==> config.mk <==
export PLATFORM = sky130hd
export DESIGN_NAME = if_stage
export DESIGN_NICKNAME = d
export VERILOG_FILES = /design/src/rtl/if_stage.sv
export SDC_FILE = /design/constraint.sdc
export NUM_CORES = 1
export LEC_CHECK = 0
export CAP_MARGIN = 5
export CORE_AREA = 2 2 99 101
export DETAILED_ROUTE_END_ITERATION = 7
export DIE_AREA = 0 0 101 103
export GPL_ROUTABILITY_DRIVEN = 1
export GPL_TIMING_DRIVEN = 0
export PLACE_DENSITY = 0.86
export SLEW_MARGIN = 20
export SYNTH_ARGS = -nofsm -noshare
export SYNTH_HDL_FRONTEND = slang
export SYNTH_SLANG_ARGS = --single-unit
==> constraint.sdc <==
create_clock -name clk_i -period 4 [get_ports clk_i]
set_clock_uncertainty 0.1 [all_clocks]
set_input_delay 0.4 -clock clk_i [delete_from_list [all_inputs] [get_ports clk_i]]
set_output_delay 0.4 -clock clk_i [all_outputs]
set_load 0.02 [all_outputs]
==> src/rtl/if_stage.sv <==
// if_stage: TinyCPU instruction-fetch stage.
//
// Owns the program counter. It issues one instruction-memory request at a time
// over a req/gnt/rvalid handshake. It then holds the fetched {pc, inst} pair,
// with a completion flag, for the IF/ID register until ID accepts it or a
// jump/branch redirect drops it.
//
// Parameters:
//   RegW      PC / address / instruction width (default 32)
//   RESET_PC  first fetch address after reset
//
// Ports:
//   clk_i              clock, all state on posedge
//   rst_ni             synchronous active-low reset
//   ctl_id_allow_in_i  ID accepts the held instruction this cycle
//   ctl_jbr_taken_i    redirect request, highest priority
//   jbr_target_i       redirect target PC
//   inst_req_o         memory request
//   inst_addr_o        request address (current PC)
//   inst_gnt_i         memory accepted the request
//   inst_rvalid_i      response valid
//   inst_rdata_i       response instruction
//   if_pc_o            PC of the held instruction
//   if_inst_o          held instruction
//   ctl_if_over_o      held instruction valid (S_DONE)
//   if_misalign_o      only with IF_MISALIGN_CHK_EN: the held instruction is a
//                      NOP substituted for a misaligned fetch
//
// Optional feature macro: IF_MISALIGN_CHK_EN
module if_stage #(
  parameter int              RegW     = 32,
  parameter logic [RegW-1:0] RESET_PC = '0
) (
  input  logic            clk_i,
  input  logic            rst_ni,
  input  logic            ctl_id_allow_in_i,
  input  logic            ctl_jbr_taken_i,
  input  logic [RegW-1:0] jbr_target_i,
  output logic            inst_req_o,
  output logic [RegW-1:0] inst_addr_o,
  input  logic            inst_gnt_i,
  input  logic            inst_rvalid_i,
  input  logic [RegW-1:0] inst_rdata_i,
  output logic [RegW-1:0] if_pc_o,
  output logic [RegW-1:0] if_inst_o,
  output logic            ctl_if_over_o
`ifdef IF_MISALIGN_CHK_EN
  ,
  output logic            if_misalign_o
`endif
);

  typedef enum logic [1:0] {S_REQ, S_WAIT, S_DONE} state_e;

  state_e          state_q, state_d;
  logic [RegW-1:0] pc_q, pc_d;
  logic [RegW-1:0] inst_q, inst_d;
  logic [RegW-1:0] ifpc_q, ifpc_d;
  logic            kill_q, kill_d;
  logic            pc_misaligned;

`ifdef IF_MISALIGN_CHK_EN
  localparam logic [RegW-1:0] NopInst = RegW'(32'h0000_0013);
  logic mis_q, mis_d;
  assign pc_misaligned = (pc_q[1:0] != 2'b00);
  assign if_misalign_o = mis_q;
`else
  assign pc_misaligned = 1'b0;
`endif

  always_ff @(posedge clk_i) begin
    if (!rst_ni) begin
      state_q <= S_REQ;
      pc_q    <= RESET_PC;
      kill_q  <= 1'b0;
      inst_q  <= '0;
      ifpc_q  <= '0;
`ifdef IF_MISALIGN_CHK_EN
      mis_q   <= 1'b0;
`endif
    end else begin
      state_q <= state_d;
      pc_q    <= pc_d;
      kill_q  <= kill_d;
      inst_q  <= inst_d;
      ifpc_q  <= ifpc_d;
`ifdef IF_MISALIGN_CHK_EN
      mis_q   <= mis_d;
`endif
    end
  end

  always_comb begin
    state_d    = state_q;
    pc_d       = pc_q;
    kill_d     = kill_q;
    inst_d     = inst_q;
    ifpc_d     = ifpc_q;
`ifdef IF_MISALIGN_CHK_EN
    mis_d      = mis_q;
`endif
    inst_req_o = 1'b0;
    unique case (state_q)
      S_REQ: begin
        // Request is masked during reset so memory never sees a stray fetch.
        inst_req_o = rst_ni && !ctl_jbr_taken_i && !pc_misaligned;
        if (ctl_jbr_taken_i) begin
          pc_d = jbr_target_i;
`ifdef IF_MISALIGN_CHK_EN
        end else if (pc_misaligned) begin
          // No memory access; hand ID a NOP flagged as misaligned.
          inst_d  = NopInst;
          ifpc_d  = pc_q;
          mis_d   = 1'b1;
          state_d = S_DONE;
`endif
        end else if (inst_gnt_i) begin
          state_d = S_WAIT;
        end
      end
      S_WAIT: begin
        if (ctl_jbr_taken_i) pc_d = jbr_target_i;
        if (inst_rvalid_i) begin
          // A redirect seen now or earlier makes this response stale.
          if (kill_q || ctl_jbr_taken_i) begin
            kill_d  = 1'b0;
            state_d = S_REQ;
          end else begin
            inst_d  = inst_rdata_i;
            ifpc_d  = pc_q;
            state_d = S_DONE;
          end
        end else if (ctl_jbr_taken_i) begin
          kill_d = 1'b1;
        end
      end
      S_DONE: begin
        // Redirect beats allow_in: if_id drops the slot on a redirect.
        if (ctl_jbr_taken_i) begin
          pc_d    = jbr_target_i;
          state_d = S_REQ;
`ifdef IF_MISALIGN_CHK_EN
          mis_d   = 1'b0;
`endif
        end else if (ctl_id_allow_in_i) begin
          pc_d    = pc_q + RegW'(4);
          state_d = S_REQ;
`ifdef IF_MISALIGN_CHK_EN
          mis_d   = 1'b0;
`endif
        end
      end
      default: state_d = S_REQ;
    endcase
  end

  assign inst_addr_o   = pc_q;
  assign if_pc_o       = ifpc_q;
  assign if_inst_o     = inst_q;
  assign ctl_if_over_o = (state_q == S_DONE);

endmodule
---- Word-level counts from Yosys, hierarchy flattened ----
Cells that the tools add are included.
word-level totals
  register bits ........................... 99
  bits of input ports ..................... 70
  output and inout port bits .............. 98
  logic and storage cells ................. 41
cells by class
  add/sub/neg operators ................... 1
  eq/ne operators ......................... 8
  mux-type cells .......................... 15
  bitwise gates (word level) .............. 1
  reductions and logical operators ........ 11
operators by type and width
  cell                                                              count
  32-bit two-way mux                                                3
  32-bit case mux with 2 select lines                               1
  32-bit by 3-bit adder with 32-bit output (second input constant)  1
  2-bit two-way mux                                                 6
  3-bit AND reduction                                               3
  2-bit != test (second input constant)                             3
  2-bit case mux with 3 select lines                                1
  1-bit two-way mux                                                 4
  2-bit by 1-bit != test with 1-bit output (second input constant)  2
  4-bit AND reduction                                               1
  2-bit nonzero test                                                2
  3-bit != test (second input constant)                             1
  2-bit by 1-bit == test with 1-bit output (second input constant)  1
  2-bit == test (second input constant)                             1
  2-bit zero test                                                   1
  2-bit OR reduction                                                1
  1-bit logical AND                                                 1
  1-bit zero test                                                   1
  1-bit logical OR                                                  1
  1-bit NOT                                                         1

---- Depth between registers and ports, before layout ----
Gate-level depths: netlist (run 1).
  word-level depth ........................ 4
  depth in mapped cells ................... 8
  mapped depth without buffers ............ 6

---- Worst setup path before layout (run 1) ----
Ideal clock, no wire load.
  path type ............................... register -> register
  start ................................... register pc_q[2] (netlist: inst_addr_o[2])
  end ..................................... register pc_q[26] (netlist: inst_addr_o[26])
  setup time .............................. 0.120 ns
  arrival ................................. 1.881 ns
  required time ........................... 3.780 ns
  setup slack ............................. 1.899 ns
  stages on the path, launching flop included .. 8
  path buffers ............................ 1
  clock period less this slack ............ 2.101 ns
  path through ............................ dfxtp_1 > ha_1 > nand3_1 > or2_1 > buf_2 > nor4_4 > nor3_1 > a211o_1
on the way
  cells in the longest elaborated chain, start to end .. 4
ends and longest elaborated chain
  what                                      line  RTL
  start: declaration                        56    logic [RegW-1:0] pc_q, pc_d;
  start signal: assignment                  83    pc_q <= pc_d;
  32-bit by 3-bit adder with 32-bit output  146   pc_d = pc_q + RegW'(4);
  32-bit two-way mux                        145   end else if (ctl_id_allow_in_i) begin
  32-bit two-way mux                        139   if (ctl_jbr_taken_i) begin
  32-bit case mux with 2 select lines       103   unique case (state_q)
No other way between the ends. The select of a mux whose other input is x is not followed.
A chain may end at the register's enable or synchronous reset.

---- Final worst setup path (run 1) ----
  start ................................... input rst_ni
  end ..................................... output inst_req_o
on the way
  cells in the longest elaborated chain, start to end .. 2
ends and longest elaborated chain
  what                line  RTL
  start: declaration  35    input logic rst_ni,
  1-bit logical AND   106   inst_req_o = rst_ni && !ctl_jbr_taken_i && !pc_misaligned;
  1-bit two-way mux   103
  end: declaration    39    output logic inst_req_o,
No other way between the ends.

==> results of run 1 <==
-- area by class of cell --
| type | instances | area, um2 | area share |
|---|---|---|---|
| plain buffers | 47 | 211 | 0.0330 |
| clock buffers | 10 | 138 | 0.0215 |
| clock inverters | 6 | 71.3 | 0.0111 |
| inverters | 8 | 30.0 | 0.00468 |
| multi-input cells | 421 | 2170 | 0.338 |
| flip-flops and latches | 99 | 1980 | 0.309 |
| well taps | 114 | 143 | 0.0222 |
| repair buffers | 167 | 1670 | 0.261 |
-- power breakdown --
part | total, mW | internal [mW] | switching [mW]
Combinational | 0.289 | 0.148 | 0.140
Sequential | 1.05 | 1.01 | 0.0389
Clock | 0.677 | 0.312 | 0.365
Total | 2.02 | 1.47 | 0.544
-- sequential cells by signal, summed over array words and instances (netlist names) --
| signal | flops |
|---|---|
| if_inst_o | 32 |
| if_pc_o | 32 |
| inst_addr_o | 32 |
| state_q | 2 |
| kill_q | 1 |
-- worst min-delay path: cells and delay by family, from the launching register on --
kind	cells	cell delay [ns]
and+or+nand+nor	1	0.05
DFF	1	0.32
AOI/OAI and AO/OA	1	0.05
-- metrics by stage --
step,setup WS (ns),util
after CTS,1.04,0.678
after floorplan,1.90,-
after detailed placement,1.06,0.656
after global placement,1.02,0.656
after global routing,0.896,0.678
final,0.977,0.678
-- synthesized netlist by cell type (2+ instances only) --
cell       number  area, um2
a211oi_1        4       30.0
a21oi_1        81        405
a22o_1          2       17.5
a22oi_1         5       37.5
a311oi_1        4       35.0
a31oi_1         5       31.3
a32oi_1         2       17.5
a41oi_1         3       26.3
and2_0          2       12.5
and2_1          2       12.5
and3_1          2       12.5
buf_1           6       22.5
buf_2           6       30.0
buf_4           6       45.0
clkbuf_1       28        105
dfxtp_1        99       1980
inv_1           8       30.0
mux2i_1         3       30.0
nand2_1       163        612
nand3_1        19       95.1
nand4_1         6       37.5
nor2_1         31        116
nor2b_1         2       12.5
nor3_1         13       65.1
nor3_2          2       20.0
nor3b_1         2       15.0
nor4_1          4       25.0
nor4_2          3       37.5
o211ai_1        3       22.5
o21a_1          4       30.0
o21ai_0        15       75.1
o21ai_1         6       30.0
o221a_2         2       22.5
o22ai_1         4       25.0
o2bb2ai_1       2       17.5
o31ai_1         2       15.0
or3_1           4       25.0
or4_1           2       15.0
-- how the worst max path moves through the flow --
stage / to / cells past startpoint
6_report: inst_req_o / 6
5_1_grt: inst_req_o / 6
4_1_cts: inst_req_o / 6
3_5_place_dp: inst_req_o / 6
3_3_place_gp: inst_req_o / 6
2_1_floorplan: inst_addr_o[26]$_SDFFE_PN0P_ / 7
-- cell families after synthesis --
family / count (synthesis) / share of synthesized area
buffers and inverters: 55 / 0.0550
flip-flops: 99 / 0.451
adder cells (fa/ha/maj): 1 / 0.00285
AO/OA/AOI/OAI: 153 / 0.210
multiplexers: 3 / 0.00684
AND/OR/NAND/NOR: 264 / 0.274
-- layer usage --
metal  share of wire  routed length, um  vias to the layer above
met5               0                  0                        -
met4           0.024                343                        0
met3           0.086               1230                       33
met2            0.48               6820                      256
met1            0.41               5920                     2302
li1                -                  -                     2346
==> results_dict.tcl, run 1 <==
set metrics [dict create \
    r2r-end "inst_addr_o[30]$_SDFFE_PN0P_" \
    cts_root_buffer "clkbuf_8" \
    dp_cells 856 \
    crit_path_start_kind "input pin" \
    clock_path_buffers 2 \
    cts_resized 0 \
    grt.met3_usage 0.0508 \
    leakagePower_nw 2.15 \
    synth_edf_count 0 \
    drive_gt1_frac 0.0528 \
    hp-class "flop to flop" \
    viasPerCell 5.66 \
    reg2reg_slack_ns 1.67 \
    antenna_cells 0 \
    vias 4937 \
    rows 36 \
    coreArea_mm2 0.00946 \
    tritoncts "built" \
    period_minus_slack_ns 3.02 \
    syn_area_mm2 0.00439 \
    rr_startpoint "inst_addr_o[2]$_SDFFE_PN0P_" \
    clkLatencyLatePin_ns 0.36 \
    min_path_cells 2 \
    stdcell_count 872 \
    critPathLaunch "rst_ni" \
    avgSynthCellArea_um2 7.64 \
    wl_per_cell_um 16.4 \
    final_area_mm2 0.00642 \
    die_y_um 103 \
    grt_max_degree 18 \
    tightestPinTransition_ns 0.592 \
    cts.hold.buffers_added 0 \
    clock_sinks 99 \
    grtUsageTotal 0.267 \
    drtAntennaViolNets 0 \
    cp_max_fo 10 \
    whs_ns 0.361 \
    firstDrtPassIters 5 \
    reg2reg_depth 7 \
    gp_congestion 0.914 \
    ir_worst_vdd_v 0.000228 \
    grt_first_pass_wirelength_um 22200 \
    numCtsBuffers 9 \
    nets 824 \
    hold_start "if_inst_o[23]$_SDFFE_PN0P_" \
    final_cell_mix "clkdlybuf4s50_1 (167), nand2_1 (163), dfxtp_1 (99), a21oi_1 (81), nor2_1 (31)" \
    drtIter0Drc 427 \
    hold_viol_final 0 \
    cp_cell_sequence "clkdlybuf4s50_1 > buf_4 > clkbuf_1 > nand2_1 > nor3_1 > clkdlybuf4s50_1" \
    ys_types 56 \
    syn_to_final_growth_pct 46.1 \
    crit_family "buffers and inverters" \
    holdPathEnd "if_inst_o[23]$_SDFFE_PN0P_" \
    critical_path.max_stage_delay_ns 0.63 \
    crit_arrival_ns 2.52 \
    grtUsageMet1 0.326 \
    finalPower_mw 2.02 \
    path_buf_inv 4 \
    final.setup.tns_ns 0 \
    final_common_cell "clkdlybuf4s50_1" \
    crit_slowest_cell "clkdlybuf4s50_1" \
    setup_viol 0 \
    ys_seq_area_frac 0.451 \
    timing.final.crit_share 0.756 \
    slew-limit-headroom 0.605 \
    cp-end-kind "output pin" \
    async_flop_share 0 \
    path_common_cell "clkdlybuf4s50_1" \
    htreeDepth 3 \
    n_fill_cell 787 \
    postCtsSetupBuffers 0 \
    synth_ff_type "dfxtp_1" \
    die-width_um 101 \
    die_area_mm2 0.0104 \
    postSynthCellCount 575 \
    use_met2 0.459 \
    status "finished clean" \
    pin_count 168 \
    dpl-instance-area_mm2 0.00621 \
    drv_cap 0 \
    first_global_vias 4621 \
    wl_um 14300 \
    dp_hpwl_um 10700 \
    max_freq_mhz 331 \
    overflow 0 \
    initial_utilization 0.464 \
    top_usage_layer "met2" \
    io_buffer_count 167 \
    synth-seq-cells 99 \
    critical_path_class "input pin to output pin" \
    synth_nets 646 \
    yosysWarnings 0 \
    clk_pin_slew_ns 0.09 \
    cp_data_required_time_ns 3.50 \
    antenna_found_initial 0 \
    drc 0 \
    rsz0062_at_grt "false" \
    power_density_mw_per_mm2 315 \
    slew_violations 0 \
]
Note: power is estimated with default switching activity, not from simulation.
==> inputs of run 2 (changes only) <==
--- a/config.mk
+++ b/config.mk
@@ -6,12 +6,12 @@
 export NUM_CORES = 1
 export LEC_CHECK = 0
 export CAP_MARGIN = 5
-export CORE_AREA = 2 2 99 101
+export CORE_AREA = 2 2 108 110
 export DETAILED_ROUTE_END_ITERATION = 7
-export DIE_AREA = 0 0 101 103
+export DIE_AREA = 0 0 110 112
 export GPL_ROUTABILITY_DRIVEN = 1
 export GPL_TIMING_DRIVEN = 0
-export PLACE_DENSITY = 0.86
+export PLACE_DENSITY = 0.77
 export SLEW_MARGIN = 20
 export SYNTH_ARGS = -nofsm -noshare
 export SYNTH_HDL_FRONTEND = slang
==> constraint.sdc (replaced) <==
create_clock -name clk_i -period 2.5 [get_ports clk_i]
set_clock_uncertainty 0.1 [all_clocks]
set_input_delay 0.25 -clock clk_i [delete_from_list [all_inputs] [get_ports clk_i]]
set_output_delay 0.25 -clock clk_i [all_outputs]
set_load 0.02 [all_outputs]
==> run 2 against run 1 <==
  * Via count fell by 0.97%
  * Hold slack worse by 0.023 ns
  * Total power is 73% higher
  * Setup slack lost 0.78 ns
  * Non-clock buffer count fell by 1
  * Critical path depth rose by 2
  * Clock power rose by 96%
  * Sequential share of layout area is 0.50 points lower
  * Flip-flop and latch count is the same
  * Core utilization fell by 9.4 points
  * Critical path type is now flop to flop
  * Largest cell class unchanged
  * Largest power group unchanged
  * Highest routed layer unchanged
==> results_dict.tcl, run 2 (same netlist as run 1, synthesis figures left out) <==
set metrics [dict create \
    critical_path.max_stage_delay_ns 0.46 \
    tightestPinTransition_ns 0.684 \
    slew_violations 0 \
    critical_path_class "flop to flop" \
    ir_worst_vdd_v 0.000275 \
    cts_root_buffer "clkbuf_16" \
    die_area_mm2 0.0123 \
    worst_slack_ns 0.193 \
    cts.hold.buffers_added 0 \
    cp_data_required_time_ns 2.68 \
    cp_max_fo 10 \
    first_global_vias 4618 \
    crit_path_start_kind "flop" \
    place_ws_ns -0.197 \
    overflow 0 \
    path_buf_inv 4 \
    power_density_mw_per_mm2 534 \
    drtAntennaViolNets 0 \
    final_common_cell "clkdlybuf4s50_1" \
    highest_layer "met4" \
    clock_sinks 99 \
    dp_hpwl_um 10900 \
    dpl-instance-area_mm2 0.00624 \
    n_fill_cell 1023 \
    final.setup.tns_ns 0 \
    wl_per_cell_um 16.3 \
    htreeDepth 3 \
    gp_congestion 0.933 \
    io_buffer_count 167 \
    numCtsBuffers 9 \
    drtIter0Drc 442 \
    antenna_found_initial 0 \
    finalPower_mw 3.48 \
    grt_first_pass_wirelength_um 23100 \
    syn_to_final_growth_pct 48.6 \
    whs_ns 0.338 \
    drc 0 \
    met2_length_um 6950 \
    max_freq_mhz 433 \
    crit_family "buffers and inverters" \
    clkLatencyLatePin_ns 0.35 \
    die_y_um 112 \
    nets 823 \
    wl_um 14700 \
    period_minus_slack_ns 2.31 \
    pin_count 168 \
    crit_arrival_ns 2.49 \
    setup_viol 0 \
    crit_slowest_cell "buf_1" \
    initial_utilization 0.393 \
    leakagePower_nw 2.18 \
    clk_pin_slew_ns 0.07 \
    timing.final.crit_share 0.923 \
    cp-end-kind "flop" \
    slew-limit-headroom 0.544 \
    vias 4889 \
    grt_max_degree 20 \
    m1WireLength_um 6030 \
    firstDrtPassIters 5 \
    drv_cap 0 \
    die-width_um 110 \
    cp_cell_sequence "clkbuf_1 > nand2_1 > and2_1 > clkbuf_1 > buf_2 > buf_1 > o21ai_1 > a21oi_1" \
    final_area_mm2 0.00653 \
    coreArea_mm2 0.0112 \
    drive_gt1_frac 0.0542 \
    grtUsageTotal 0.239 \
    final_cell_mix "clkdlybuf4s50_1 (167), nand2_1 (163), dfxtp_1 (98), a21oi_1 (81), nor2_1 (31)" \
    rsz0062_at_grt "false" \
    hp-class "input pin to flop" \
    path_common_cell "clkbuf_1" \
    hold_viol_final 0 \
    tritoncts "built" \
    viasPerCell 5.43 \
    clock_path_buffers 2 \
    route.met3.wl_um 1340 \
    status "finished clean" \
    rows 39 \
    antenna_cells 0 \
]
## run 2: where the power goes
part | switching [mW] | total [mW] | leakage (nW) | internal [mW]
registers | 0.0635 | 1.69 | 0.806 | 1.62
logic | 0.226 | 0.464 | 1.24 | 0.237
clock network | 0.644 | 1.33 | 0.131 | 0.691
## run 2: cell type report
type / count / area, um2 / share of cell area
Sequential cell: 99 / 1980 / 0.304
Clock inverter: 7 / 60.1 / 0.00920
Tap cell: 143 / 179 / 0.0274
Timing Repair Buffer: 167 / 1670 / 0.256
Clock buffer: 9 / 225 / 0.0345
Buffer: 46 / 208 / 0.0318
Inverter: 8 / 30.0 / 0.00460
Multi-Input combinational cell: 421 / 2170 / 0.332
## run 2: final timing paths
check / startpoint / slack, ns / endpoint / cells after the start
worst max-delay path: state_q[0]$_SDFFE_PN0P_ / 0.19 / inst_addr_o[4]$_SDFFE_PN0P_ / 8
worst min-delay path: inst_rdata_i[13] / 0.34 / if_inst_o[13]$_SDFFE_PN0P_ / 3
worst max register to register: state_q[0]$_SDFFE_PN0P_ / 0.19 / inst_addr_o[4]$_SDFFE_PN0P_ / 8
worst min register to register: if_inst_o[17]$_SDFFE_PN0P_ / 0.35 / if_inst_o[17]$_SDFFE_PN0P_ / 2
## run 2: timing repair
item | in CTS | in global routing
resized for setup | 0 | 1
setup endpoints to repair | 1 | 1
buffers inserted | 0 | 0
## run 2: routing by layer
| metal | track usage | up-vias |
|---|---|---|
| met5 | 0 | - |
| met4 | 0.0928 | 0 |
| met3 | 0.0556 | 34 |
| met2 | 0.389 | 251 |
| met1 | 0.303 | 2257 |
| li1 | - | 2347 |
## run 2: stage by stage
step | util | std cells
final | 0.584 | 900
after global routing | 0.584 | 900
after CTS | 0.584 | 900
after detailed placement | 0.559 | 885
after global placement | 0.559 | 885
after floorplan | - | 575
## run 2: tightest hold or removal path, delay by kind of cell
kind | cells | cell delay [ns]
simple gates | 1 | 0.05
compound gates | 1 | 0.05
buf+inv | 1 | 0.39
